$ cat src/rtl/uart_tx_arbiter.sv
// rtl/uart_tx_arbiter.sv - round-robin arbiter sharing one uart_tx among N_REQ byte requesters
// Grants a byte, holds tx_send until uart_tx drops ready, then reports done to the owner.
module uart_tx_arbiter #(
   parameter int N_REQ     = 4,
   parameter int ID_W      = 2,
   parameter int LAUNCH_TO = 4096
) (
   input  logic                 clk,
   input  logic                 rst,
   input  logic [N_REQ-1:0]     req,
   input  logic [8*N_REQ-1:0]   req_data,
   output logic [N_REQ-1:0]     ack,
   output logic [N_REQ-1:0]     done,
   output logic                 timeout,
   output logic                 busy,
   output logic [ID_W-1:0]      cur_id,
   output logic                 tx_send,
   output logic [7:0]           tx_data,
   input  logic                 tx_ready
);
   localparam int CNT_W = $clog2(LAUNCH_TO) + 1;

   typedef enum logic [1:0] {IDLE, LAUNCH, BUSY} state_t;

   state_t           state;
   logic [ID_W-1:0]  last;
   logic [CNT_W-1:0] cnt;
   logic             grant_valid;
   logic [ID_W-1:0]  grant_id;
   logic [ID_W-1:0]  scan_idx;

   function automatic logic [ID_W-1:0] wrap_idx(input int v);
      return ID_W'(v % N_REQ);
   endfunction

   // Scan starts just after the previous owner so every pending requester is served once per lap.
   always_comb begin
      grant_valid = 1'b0;
      grant_id    = '0;
      scan_idx    = '0;
      for (int k = 1; k <= N_REQ; k++) begin
         scan_idx = wrap_idx(int'(last) + k);
         if (!grant_valid && req[scan_idx]) begin
            grant_valid = 1'b1;
            grant_id    = scan_idx;
         end
      end
   end

   assign busy = (state != IDLE);

   always_ff @(posedge clk or negedge rst) begin
      if (!rst) begin
         state   <= IDLE;
         last    <= ID_W'(N_REQ - 1);
         cnt     <= '0;
         ack     <= '0;
         done    <= '0;
         timeout <= 1'b0;
         cur_id  <= '0;
         tx_send <= 1'b0;
         tx_data <= '0;
      end else begin
         ack     <= '0;
         done    <= '0;
         timeout <= 1'b0;
         case (state)
            IDLE: begin
               if (tx_ready && grant_valid) begin
                  tx_data <= req_data[{grant_id, 3'b000} +: 8];
                  cur_id  <= grant_id;
                  last    <= grant_id;
                  cnt     <= '0;
                  ack     <= N_REQ'(1) << grant_id;
                  tx_send <= 1'b1;
                  state   <= LAUNCH;
               end
            end
            LAUNCH: begin
               // send is held because uart_tx only samples it on its baud enable
               cnt <= cnt + 1'b1;
               if (!tx_ready) begin
                  tx_send <= 1'b0;
                  state   <= BUSY;
               end else if (cnt == CNT_W'(LAUNCH_TO - 1)) begin
                  tx_send <= 1'b0;
                  timeout <= 1'b1;
                  state   <= IDLE;
               end
            end
            BUSY: begin
               if (tx_ready) begin
                  done  <= N_REQ'(1) << cur_id;
                  state <= IDLE;
               end
            end
            default: state <= IDLE;
         endcase
      end
   end
endmodule
$ cat config.mk
export PLATFORM = sky130hd
export DESIGN_NAME = uart_tx_arbiter
export DESIGN_NICKNAME = d
export VERILOG_FILES = /design/src/rtl/uart_tx_arbiter.sv
export SDC_FILE = /design/constraint.sdc
export NUM_CORES = 1
export LEC_CHECK = 0
export CAP_MARGIN = 20
export CORE_MARGIN = 3
export CORE_UTILIZATION = 46
export DETAILED_ROUTE_END_ITERATION = 7
export GPL_TIMING_DRIVEN = 0
export PLACE_DENSITY = 0.8
export SLEW_MARGIN = 40
export SYNTH_ARGS = -nofsm -noshare
export SYNTH_HDL_FRONTEND = slang
export SYNTH_SLANG_ARGS = --single-unit
$ cat constraint.sdc
create_clock -name clk -period 2.4 [get_ports clk]
set_input_delay 0.36 -clock clk [delete_from_list [all_inputs] [get_ports clk]]
set_output_delay 0.36 -clock clk [all_outputs]
set_load 0.005 [all_outputs]
# [After elaboration in Yosys (flattened, before gate mapping)]
# Cells that the tools add are included.
[classes] n_mul=0 addsub=5 div=0 n_eq_ne=6 magnitude_cmp=4 muxes=34 n_shift=3 n_reduce_logical=14 n_bitwise=0
[op_table] op="32-bit by 6-bit indexed part select with 8-bit output" n=1
[op_table] op="13-bit case mux with 2 select lines" n=1
[op_table] op="2-bit two-way mux" n=8
[op_table] op="4-bit two-way mux" n=4
[op_table] op="1-bit two-way mux" n=14
[op_table] op="13-bit by 1-bit adder with 13-bit output, second input constant" n=1
[op_table] op="13-bit by 12-bit equality test with 1-bit output, second input constant" n=1
[op_table] op="13-bit two-way mux" n=1
[op_table] op="2-bit by 3-bit less-than comparator with 1-bit output, second input constant" n=4
[op_table] op="1-bit binary-select mux with 2-bit select" n=4
[op_table] op="1-bit by 2-bit << shifter with 4-bit output, first input constant" n=2
[op_table] op="2-bit case mux with 3 select lines" n=1
[op_table] op="3-bit AND reduction" n=2
[op_table] op="2-bit by 1-bit adder with 2-bit output, second input constant" n=2
[op_table] op="2-bit adder, second input constant" n=2
[op_table] op="1-bit logical AND" n=4
[op_table] op="2-bit != test, second input constant" n=2
[op_table] op="2-bit AND reduction" n=2
[op_table] op="2-bit nonzero test" n=2
[op_table] op="1-bit logical NOT" n=3
[op_table] op="3-bit != test, second input constant" n=1
[op_table] op="2-bit by 1-bit equality test with 1-bit output, second input constant" n=1
[op_table] op="2-bit equality test, second input constant" n=1
[op_table] op="2-bit logical NOT" n=1
[op_table] op="1-bit case mux with 2 select lines" n=1
[word_totals] out_inout_bits=21 word_cells=75 latch_bits=0 rom_bits=0 mem_count=0 ff_bits=37 ram_bits=0 in_bits=39

# [Longest topological paths before layout]
# Gate-level depths: netlist of the first run.
[logic_depth] depth_word=16 mapped_depth=7 mapped_depth_nobuf=6

# [Least setup slack after synthesis of the first run]
# No wires, ideal clock.
[synth_path] path_kind="register to register" start="register state[1]" end="register tx_data[1]" setup_ns=0.146 arrival_ns=1.784 path_stages_with_launch=8 slack_ns=0.471 period_less_slack_ns=1.929 cell_sequence="dfrtp_1 or2_4 or2_1 buf_6 a2111o_1 buf_6 a211oi_2 a211oi_1"
[synth_via] elab_chain_len=2
[synth_rtl] element="from (decl)" line="25" source="state_t state;"
[synth_rtl] element="from (signal assigned)" line="54" source="state <= IDLE;"
[synth_rtl] element="from (signal assigned)" line="76" source="state <= LAUNCH;"
[synth_rtl] element="from (signal assigned)" line="84" source="state <= BUSY;"
[synth_rtl] element="2-bit logical NOT" line="67" source="case (state)"
[synth_rtl] element="2-bit AND reduction (no line)"
[synth_rtl] element="to (signal assigned)" line="70" source="tx_data <= req_data[{grant_id, 3'b000} +: 8];"
[synth_rtl] element="to (decl)" line="18" source="output logic [7:0] tx_data,"
# Every way passes these cells.
# A chain may end at the register's enable or synchronous reset.

# [Worst setup path after layout of the first run]
[layout_path] start="input req[3]" end="register tx_data[3]"
[layout_via] elab_chain_len=14 word_cells_on_any_way=25 classes_between="1 x shift; 16 x mux; 8 x reduce/logical"
[layout_rtl] element="from (decl)" line="10" source="input logic [N_REQ-1:0] req,"
[layout_rtl] element="parallel branches: the longest is 14 deep, another holds 1-bit binary-select mux with 2-bit select"
# Several ways; the timed one is not identified. The select of a mux whose other input is x is not followed.

==> reports/metrics.yaml, run 1 <==
status: "complete, no violations"
cts_resized: 0
hold_class: "input port to asynchronous set/reset pin"
place_hpwl_mm: 3.26
startpoint_type: "input port"
syn_avg_cell_area_um2: 9.69
r2r_cells: 6
timing.hold.ws_ps: 496
period_share: 0.930
stdcell_count: 309
core_um2: 3800
rsz0062_at_grt: "no"
die_h_um: 69.9
async_flop_share: 1.00
htree_levels: 2
cap_violations: 0
initial_core_util: 0.495
drc_errors: 0
cp_top_family: "compound AO/OA/AOI/OAI gates"
synth_edf_count: 0
cp.arrival_ps: 2420
drt-initial-drc-count: 144
rrSetupSlack_ps: 240
routedWlPerCell_um: 14.3
drt_first_pass_iters: 5
cts.path.max_buffers: 2
place.gp.congestion: 0.800
cts_tree: "yes"
synth.distinct_cells: 35
grt.total_usage: 0.191
leakagePower_nw: 1.09
period_needed_ps: 2230
routed_wirelength_mm: 4.43
r2r-end: "tx_data[3]"
p_per_area_nw_per_um2: 892
met3WireLength_um: 261
synth_warnings: 0
r2r_start: "last[1]"
placed_cells: 302
critical_path_class: "input port to flip-flop"
die_area_um2: 4890
worst_skew_pair.late_latency_ps: 290
nets: 302
drv_slew: 0
cts-root-buf: "clkbuf_8"
vias_per_cell: 5.50
slew-limit-headroom: 0.568
cts_buffers: 5
antenna_found_initial: 0
row_count: 22
ys_ff_latch: 37
clock_skew_ps: 2.82
diodes: 0
cp_num_buf_inv: 2
ant_nets: 0
seq_area_frac_synth: 0.494
vias: 1699
slowest_stage: "clkdlybuf4s50_1"
port_buffers: 59
grt_start_max_net_pins: 26
syn2layout_area_growth_pct: 40.3
ios: 60
wl_met1_mm: 1.94
synth_fp_nets: 234
die_width_um: 69.9
dp_slack_ps: -131
clk_pin_slew_ps: 70
fmax_ghz: 0.448
met2_length_mm: 2.14
layout_setup_ws_ps: 168
grt_pass1_wl_mm: 7.40
synthesis.area_um2: 1880
grt_overflow: 0
fillCellCount: 318
worstPathMaxFanout: 10
endpoint_kind: "flip-flop"
cts_num_sinks: 37
slowest_delay_ps: 540
final_layout_size_suffix_gt1_frac: 0.0958
finalPower_mw: 2.35
required_ps: 2590
routed.top_layer: "met4"
cp_cell_sequence: "clkdlybuf4s50_1 > a21bo_2 > a21oi_2 > nor2_1 > buf_2 > mux2i_1 > a211oi_1"
hold_viol: 0
report.final.setup_viol: 0
syn_inst: 194
first_global_vias: 1574
ir_worst_vdd_mv: 0.431
worst_pin_slew_ps: 645
synthFlopType: "dfrtp_1"
per-stage QoR:
step | cell area, um2 | setup TNS [ps] | utilization
6_report | 2640 | 0 | 0.694
5_1_grt | 2640 | 0 | 0.694
4_1_cts | 2640 | 0 | 0.694
3_5_place_dp | 2550 | -524 | 0.672
2_1_floorplan | 1880 | 0 | -
3_3_place_gp | 2530 | -288 | 0.666
final cells by class:
cell class                 instances  area (um2)  area share
sequential                        37         928       0.352
multi-input combinational        145         888       0.337
timing repair buffer              61         623       0.236
clock buffer                       5        68.8      0.0261
tap                               48        60.1      0.0228
buffer                             8        47.5      0.0180
inverter                           4        15.0     0.00570
clock inverter                     1        5.00     0.00190
synth_stat cells (4+ instances only):
cell       n  area [um2]
clkbuf_1   4        15.0
inv_1      4        15.0
and3_1     4        25.0
nand2_1   15        56.3
nor2_1    25        93.8
o21ai_0   19        95.1
a21oi_1   12        60.1
mux2i_1    9        90.1
a211oi_2   6        75.1
a211oi_1  11        82.6
dfrtp_1   35         876
nand3_1    9        45.0
nor3b_1   10        75.1
kinds of logic (layout without fill, tap and decap cells):
family,after synthesis,after routing,synth area share
XOR/XNOR,1,1,0.00466
adder cells (fa/ha/maj),1,1,0.00666
AND/OR/NAND/NOR,74,74,0.193
multiplexers,9,9,0.0479
AO/OA/AOI/OAI,60,60,0.220
buffers and inverters,12,79,0.0333
flip-flops,37,37,0.494
worst max-delay path by stage:
stage / startpoint / end / slack (ps) / cells after the start
final: req[3] / tx_data[3] / 170 / 7
after global routing: req[3] / tx_data[4] / 70 / 7
after CTS: req[3] / tx_data[4] / 170 / 7
after detailed placement: req[3] / tx_data[4] / -130 / 7
after global placement: req[3] / tx_data[3] / -60 / 7
after floorplan: state[1] / tx_data[1] / 470 / 7
sequential cells by signal, indices dropped and copies added, names as in the netlist:
register	flops
state	2
tx_send	1
done	4
timeout	1
last	2
cur_id	2
tx_data	8
ack	4
cnt	13
timing repair:
action | CTS | global route
hold buffers | 1 | 0
endpoints found under the hold margin | 12 | 0
buffers inserted | 0 | 0
report_power, final:
| group | switching, mW | internal [mW] |
|---|---|---|
| registers | 0.124 | 0.796 |
| logic | 0.509 | 0.526 |
| clock network | 0.205 | 0.191 |
| total | 0.838 | 1.51 |
layer usage:
layer / vias to the layer above / track usage
met5: - / 0
met4: 0 / 0.0851
met3: 7 / 0.0432
met2: 66 / 0.300
met1: 784 / 0.252
li1: 842 / -
layout by cell type, fill, tap and decap left out, drive strengths merged, types with 2 or more instances in the layout:
cell type      instances
nor2                  25
or2                    3
clkdlybuf4s50         58
a31oi                  3
nand2b                 3
dfrtp                 35
o21ai                 19
o22ai                  2
dfstp                  2
nand3                  9
buf                    6
mux2i                  9
nor3b                 10
clkbuf                 9
a21oi                 13
inv                    4
and3                   4
nor3                   3
a211oi                17
nand2                 15
No activity file was read; power rests on OpenSTA's default activity.
==> run 2, diff against run 1 <==
--- a/config.mk
+++ b/config.mk
@@ -10,8 +10,9 @@
 export CORE_UTILIZATION = 46
 export DETAILED_ROUTE_END_ITERATION = 7
 export GPL_TIMING_DRIVEN = 0
+export HOLD_SLACK_MARGIN = 0.12
 export PLACE_DENSITY = 0.8
-export SLEW_MARGIN = 40
+export SLEW_MARGIN = 25
 export SYNTH_ARGS = -nofsm -noshare
 export SYNTH_HDL_FRONTEND = slang
 export SYNTH_SLANG_ARGS = --single-unit
==> reports/metrics.yaml, run 2 (same netlist as run 1, synthesis figures left out) <==
fmax_ghz: 0.440
period_needed_ps: 2270
post-cts-setup-buffer-count: 0
cts_num_sinks: 37
htree_levels: 2
ir_worst_vdd_mv: 0.619
final_layout_size_suffix_gt1_frac: 0.0958
layout_common_cells: "clkdlybuf4s50_1 (58), dfrtp_1 (35), nor2_1 (25)"
p_sw_uw: 826
endpoint_kind: "flip-flop"
ios: 60
grt_overflow: 0
regMostFlops: "cnt"
p_clk_frac: 0.165
required_ps: 2580
layout_commonest_cell: "clkdlybuf4s50_1"
finalPower_mw: 2.34
critical_path_class: "input port to flip-flop"
syn2layout_area_growth_pct: 39.9
nets: 302
drv_slew: 0
worst_skew_pair.late_latency_ps: 280
drc_errors: 0
die_width_um: 69.9
power.internal_mw: 1.51
first_global_vias: 1591
routedWlPerCell_um: 14.2
leakagePower_nw: 1.09
grt_pass1_wl_mm: 7.40
antenna_found_initial: 0
routed_wirelength_mm: 4.38
hold_class: "input port to asynchronous set/reset pin"
cts_buffers: 5
worstPathMaxFanout: 10
reg_top3: "cnt (13), tx_data (8)"
largest_register_ffs: 13
fin_tns_setup_ps: 0
cp.arrival_ps: 2450
p_sw_frac: 0.354
combPwrFrac: 0.440
place_hpwl_mm: 3.27
drt_first_pass_iters: 4
cts_tree: "yes"
port_buffers: 59
initial_core_util: 0.495
place.gp.congestion: 0.800
die_area_um2: 4890
startpoint_type: "input port"
report.final.setup_viol: 0
vias_per_cell: 5.49
drt-initial-drc-count: 146
row_count: 22
period_share: 0.948
core_um2: 3800
p_per_area_nw_per_um2: 889
hold_viol: 0
slew-limit-headroom: 0.580
clk_pin_slew_ps: 70
die_h_um: 69.9
cts.path.max_buffers: 2
grt.total_usage: 0.189
cap_violations: 0
rsz0062_at_grt: "no"
pwr-share-seq: 0.394
diodes: 0
cts_resized: 0
worst_pin_slew_ps: 628
status: "complete, no violations"
clock_skew_ps: 3.85
cts-root-buf: "clkbuf_8"
vias: 1696
ant_nets: 0
grt_start_max_net_pins: 27
-- run 2: timing repair --
item                                    in CTS  in global routing
hold buffers                                 1                  0
endpoints found under the setup margin       0                  0
hold endpoints to repair                    11                  0
-- run 2: final cells by class --
type	count	area, um2
sequential	37	928
clock buffer	5	68.8
fill	323	1170
multi-input combinational	145	888
buffer	8	47.5
clock inverter	1	5.00
tap	48	60.1
inverter	4	15.0
timing repair buffer	61	616
-- run 2: through the flow --
stage	instances	setup WS [ps]	utilization	area, um2	hold WS (ps)
2_1_floorplan	194	471	-	1880	64.4
3_3_place_gp	301	-57.9	0.666	2530	475
3_5_place_dp	302	-167	0.670	2540	262
4_1_cts	309	133	0.692	2630	490
5_1_grt	309	26.0	0.692	2630	527
6_report	309	125	0.692	2630	495
-- run 2: power groups by stage --
stage / clock [mW] / sequential [mW] / combinational (mW)
2_1_floorplan: 0 / 0.921 / 0.571
3_3_place_gp: 0 / 0.925 / 1.01
3_5_place_dp: 0 / 0.930 / 1.04
4_1_cts: 0.401 / 0.921 / 1.04
5_1_grt: 0.430 / 0.949 / 1.14
6_report: 0.387 / 0.922 / 1.03
-- run 2: final timing paths --
kind                         start  slack, ps  cells after the start          to
max in group asynchronous      rst       1400                      3     last[0]
hold reg to reg            cnt[12]        500                      1     timeout
hold / removal                 rst        500                      2      cnt[5]
min in group clk           cnt[12]        500                      1     timeout
setup / recovery            req[3]        130                      7  tx_data[4]
setup reg to reg           last[1]        280                      6  tx_data[3]
-- run 2: per-layer routing --
metal | GRT usage | up-vias | share of wire
met1 | 0.250 | 793 | 0.45
met4 | 0.0723 | 0 | 0.014
met2 | 0.304 | 54 | 0.49
met5 | 0 | - | 0
li1 | - | 843 | -
met3 | 0.0403 | 6 | 0.049
-- run 2: worst max-delay path: stages --
cell and delay [ps]:
clkdlybuf4s50_1 560, a21bo_2 250, a21oi_2 410, nor2_1 190, buf_2 260, mux2i_1 150, a211oi_1 270
==> run 3, diff against run 2 <==
--- a/config.mk
+++ b/config.mk
@@ -5,13 +5,13 @@
 export SDC_FILE = /design/constraint.sdc
 export NUM_CORES = 1
 export LEC_CHECK = 0
-export CAP_MARGIN = 20
+export CAP_MARGIN = 25
 export CORE_MARGIN = 3
-export CORE_UTILIZATION = 46
+export CORE_UTILIZATION = 43
 export DETAILED_ROUTE_END_ITERATION = 7
 export GPL_TIMING_DRIVEN = 0
 export HOLD_SLACK_MARGIN = 0.12
-export PLACE_DENSITY = 0.8
+export PLACE_DENSITY = 0.75
 export SLEW_MARGIN = 25
 export SYNTH_ARGS = -nofsm -noshare
 export SYNTH_HDL_FRONTEND = slang
==> constraint.sdc (replaced) <==
create_clock -name clk -period 2.4 [get_ports clk]
set_input_delay 0.36 -clock clk [delete_from_list [all_inputs] [get_ports clk]]
set_output_delay 0.36 -clock clk [all_outputs]
set_load 0.01 [all_outputs]
==> reports/metrics.yaml, run 3 (same netlist as run 1, synthesis figures left out) <==
status: "complete, no violations"
hold_class: "flip-flop to flip-flop"
syn2layout_area_growth_pct: 42.3
clk_pin_slew_ps: 70
clock_skew_ps: 7.45
fmax_ghz: 0.455
startpoint_type: "input port"
cp_cell_sequence: "clkdlybuf4s50_1 > o41ai_1 > or2_1 > buf_6 > a2111o_1 > buf_6 > a211oi_2 > a211oi_1"
rsz0062_at_grt: "no"
combPwrFrac: 0.438
layout_setup_ws_ps: 201
place_hpwl_mm: 3.47
final_layout_size_suffix_gt1_frac: 0.103
core_um2: 4120
worstPathMaxFanout: 10
slew-limit-headroom: 0.586
grt_start_max_net_pins: 24
cts_num_sinks: 37
grt.total_usage: 0.193
worst_skew_pair.late_latency_ps: 290
period_share: 0.916
p_per_area_nw_per_um2: 932
ios: 60
cts.path.max_buffers: 2
p_sw_frac: 0.364
report.final.setup_viol: 0
drt-initial-drc-count: 110
critical_path_class: "input port to flip-flop"
die_area_um2: 5200
cpMostUsedCell: "buf_6"
cap_violations: 0
layout_commonest_cell: "clkdlybuf4s50_1"
drt_first_pass_iters: 4
drc_errors: 0
worst_pin_slew_ps: 619
fillCellCount: 330
grt_overflow: 0
period_needed_ps: 2200
routed_wirelength_mm: 4.73
p_sw_uw: 908
hold_viol: 0
leakagePower_nw: 1.11
largest_register_ffs: 13
p_clk_frac: 0.190
cp.arrival_ps: 2340
routedWlPerCell_um: 15.1
nets: 302
cts_buffers: 5
slowest_delay_ps: 580
vias_per_cell: 5.48
ir_worst_vdd_mv: 0.450
required_ps: 2540
cp_num_buf_inv: 3
regMostFlops: "cnt"
endpoint_kind: "flip-flop"
place.gp.congestion: 0.853
cp_top_family: "buffers and inverters"
timing.hold.ws_ps: 497
cts-root-buf: "clkbuf_8"
grt_pass1_wl_mm: 7.78
first_global_vias: 1604
die_h_um: 72.1
layout_common_cells: "clkdlybuf4s50_1 (58), dfrtp_1 (35), nor2_1 (25)"
initial_core_util: 0.457
power.internal_mw: 1.58
row_count: 23
port_buffers: 59
reg_top3: "cnt (13), tx_data (8)"
antenna_found_initial: 0
die_width_um: 72.1
diodes: 0
vias: 1716
dp_slack_ps: -148
ant_nets: 0
htree_levels: 2
pwr-share-seq: 0.371
drv_slew: 0
cts_tree: "yes"
slowest_stage: "clkdlybuf4s50_1"
run 3: cell count changes in the layout (fill, tap and decap cells not counted), sizes merged:
cell	change
clkbuf	+2
run 3: stage by stage:
stage          cells  TNS [ps]  utilization  instance area (um2)  total power, mW
2_1_floorplan    194         0            -                 1880             1.54
3_3_place_gp     303      -215        0.615                 2530             1.99
3_5_place_dp     304      -818        0.621                 2550             2.02
4_1_cts          313         0        0.648                 2670             2.50
5_1_grt          313         0        0.650                 2670             2.66
6_report         313         0        0.650                 2670             2.49
run 3: cell type report:
type                    instances  area (um2)  area share
inverters                       4        15.0     0.00562
multi-input cells             145         896       0.335
clock inverters                 1        5.00     0.00187
plain buffers                   8        47.5      0.0178
flip-flops and latches         37         928       0.347
well taps                      50        62.6      0.0234
clock buffers                   7        96.3      0.0360
repair buffers                 61         623       0.233
run 3: layer usage:
layer	vias to the layer above	share of wire	GRT usage
met5	-	0	0
met4	0	0.021	0.0835
met3	10	0.052	0.0457
met2	52	0.46	0.287
met1	809	0.46	0.268
li1	845	-	-
run 3: worst paths after layout:
path / start / end / slack (ps) / cells past startpoint
setup / recovery: req[2] / tx_data[5] / 200 / 8
hold / removal: cnt[12] / timeout / 500 / 1
setup reg to reg: last[1] / tx_data[4] / 230 / 6
hold reg to reg: cnt[12] / timeout / 500 / 1
max in group asynchronous: rst / last[1] / 1350 / 3
min in group asynchronous: rst / cnt[0] / 520 / 2
run 3: power by group through the flow:
stage / logic (mW) / registers (mW) / clock network (mW)
3_5_place_dp: 1.09 / 0.928 / 0
6_report: 1.09 / 0.925 / 0.474
5_1_grt: 1.20 / 0.947 / 0.517
2_1_floorplan: 0.575 / 0.963 / 0
3_3_place_gp: 1.07 / 0.921 / 0
4_1_cts: 1.10 / 0.919 / 0.481
run 3: worst reg2reg max path: cells and delay by family (launching register included):
family	cells	cell delay [ps]
simple gates	1	290
flops	1	590
compound gates	2	300
buf+inv	1	340
mux	2	490
run 3: repair_timing:
item,in CTS,in global routing
buffers inserted,0,0
endpoints found under the hold margin,14,0
hold buffers,1,0
setup endpoints to repair,0,1
resized for setup,0,1
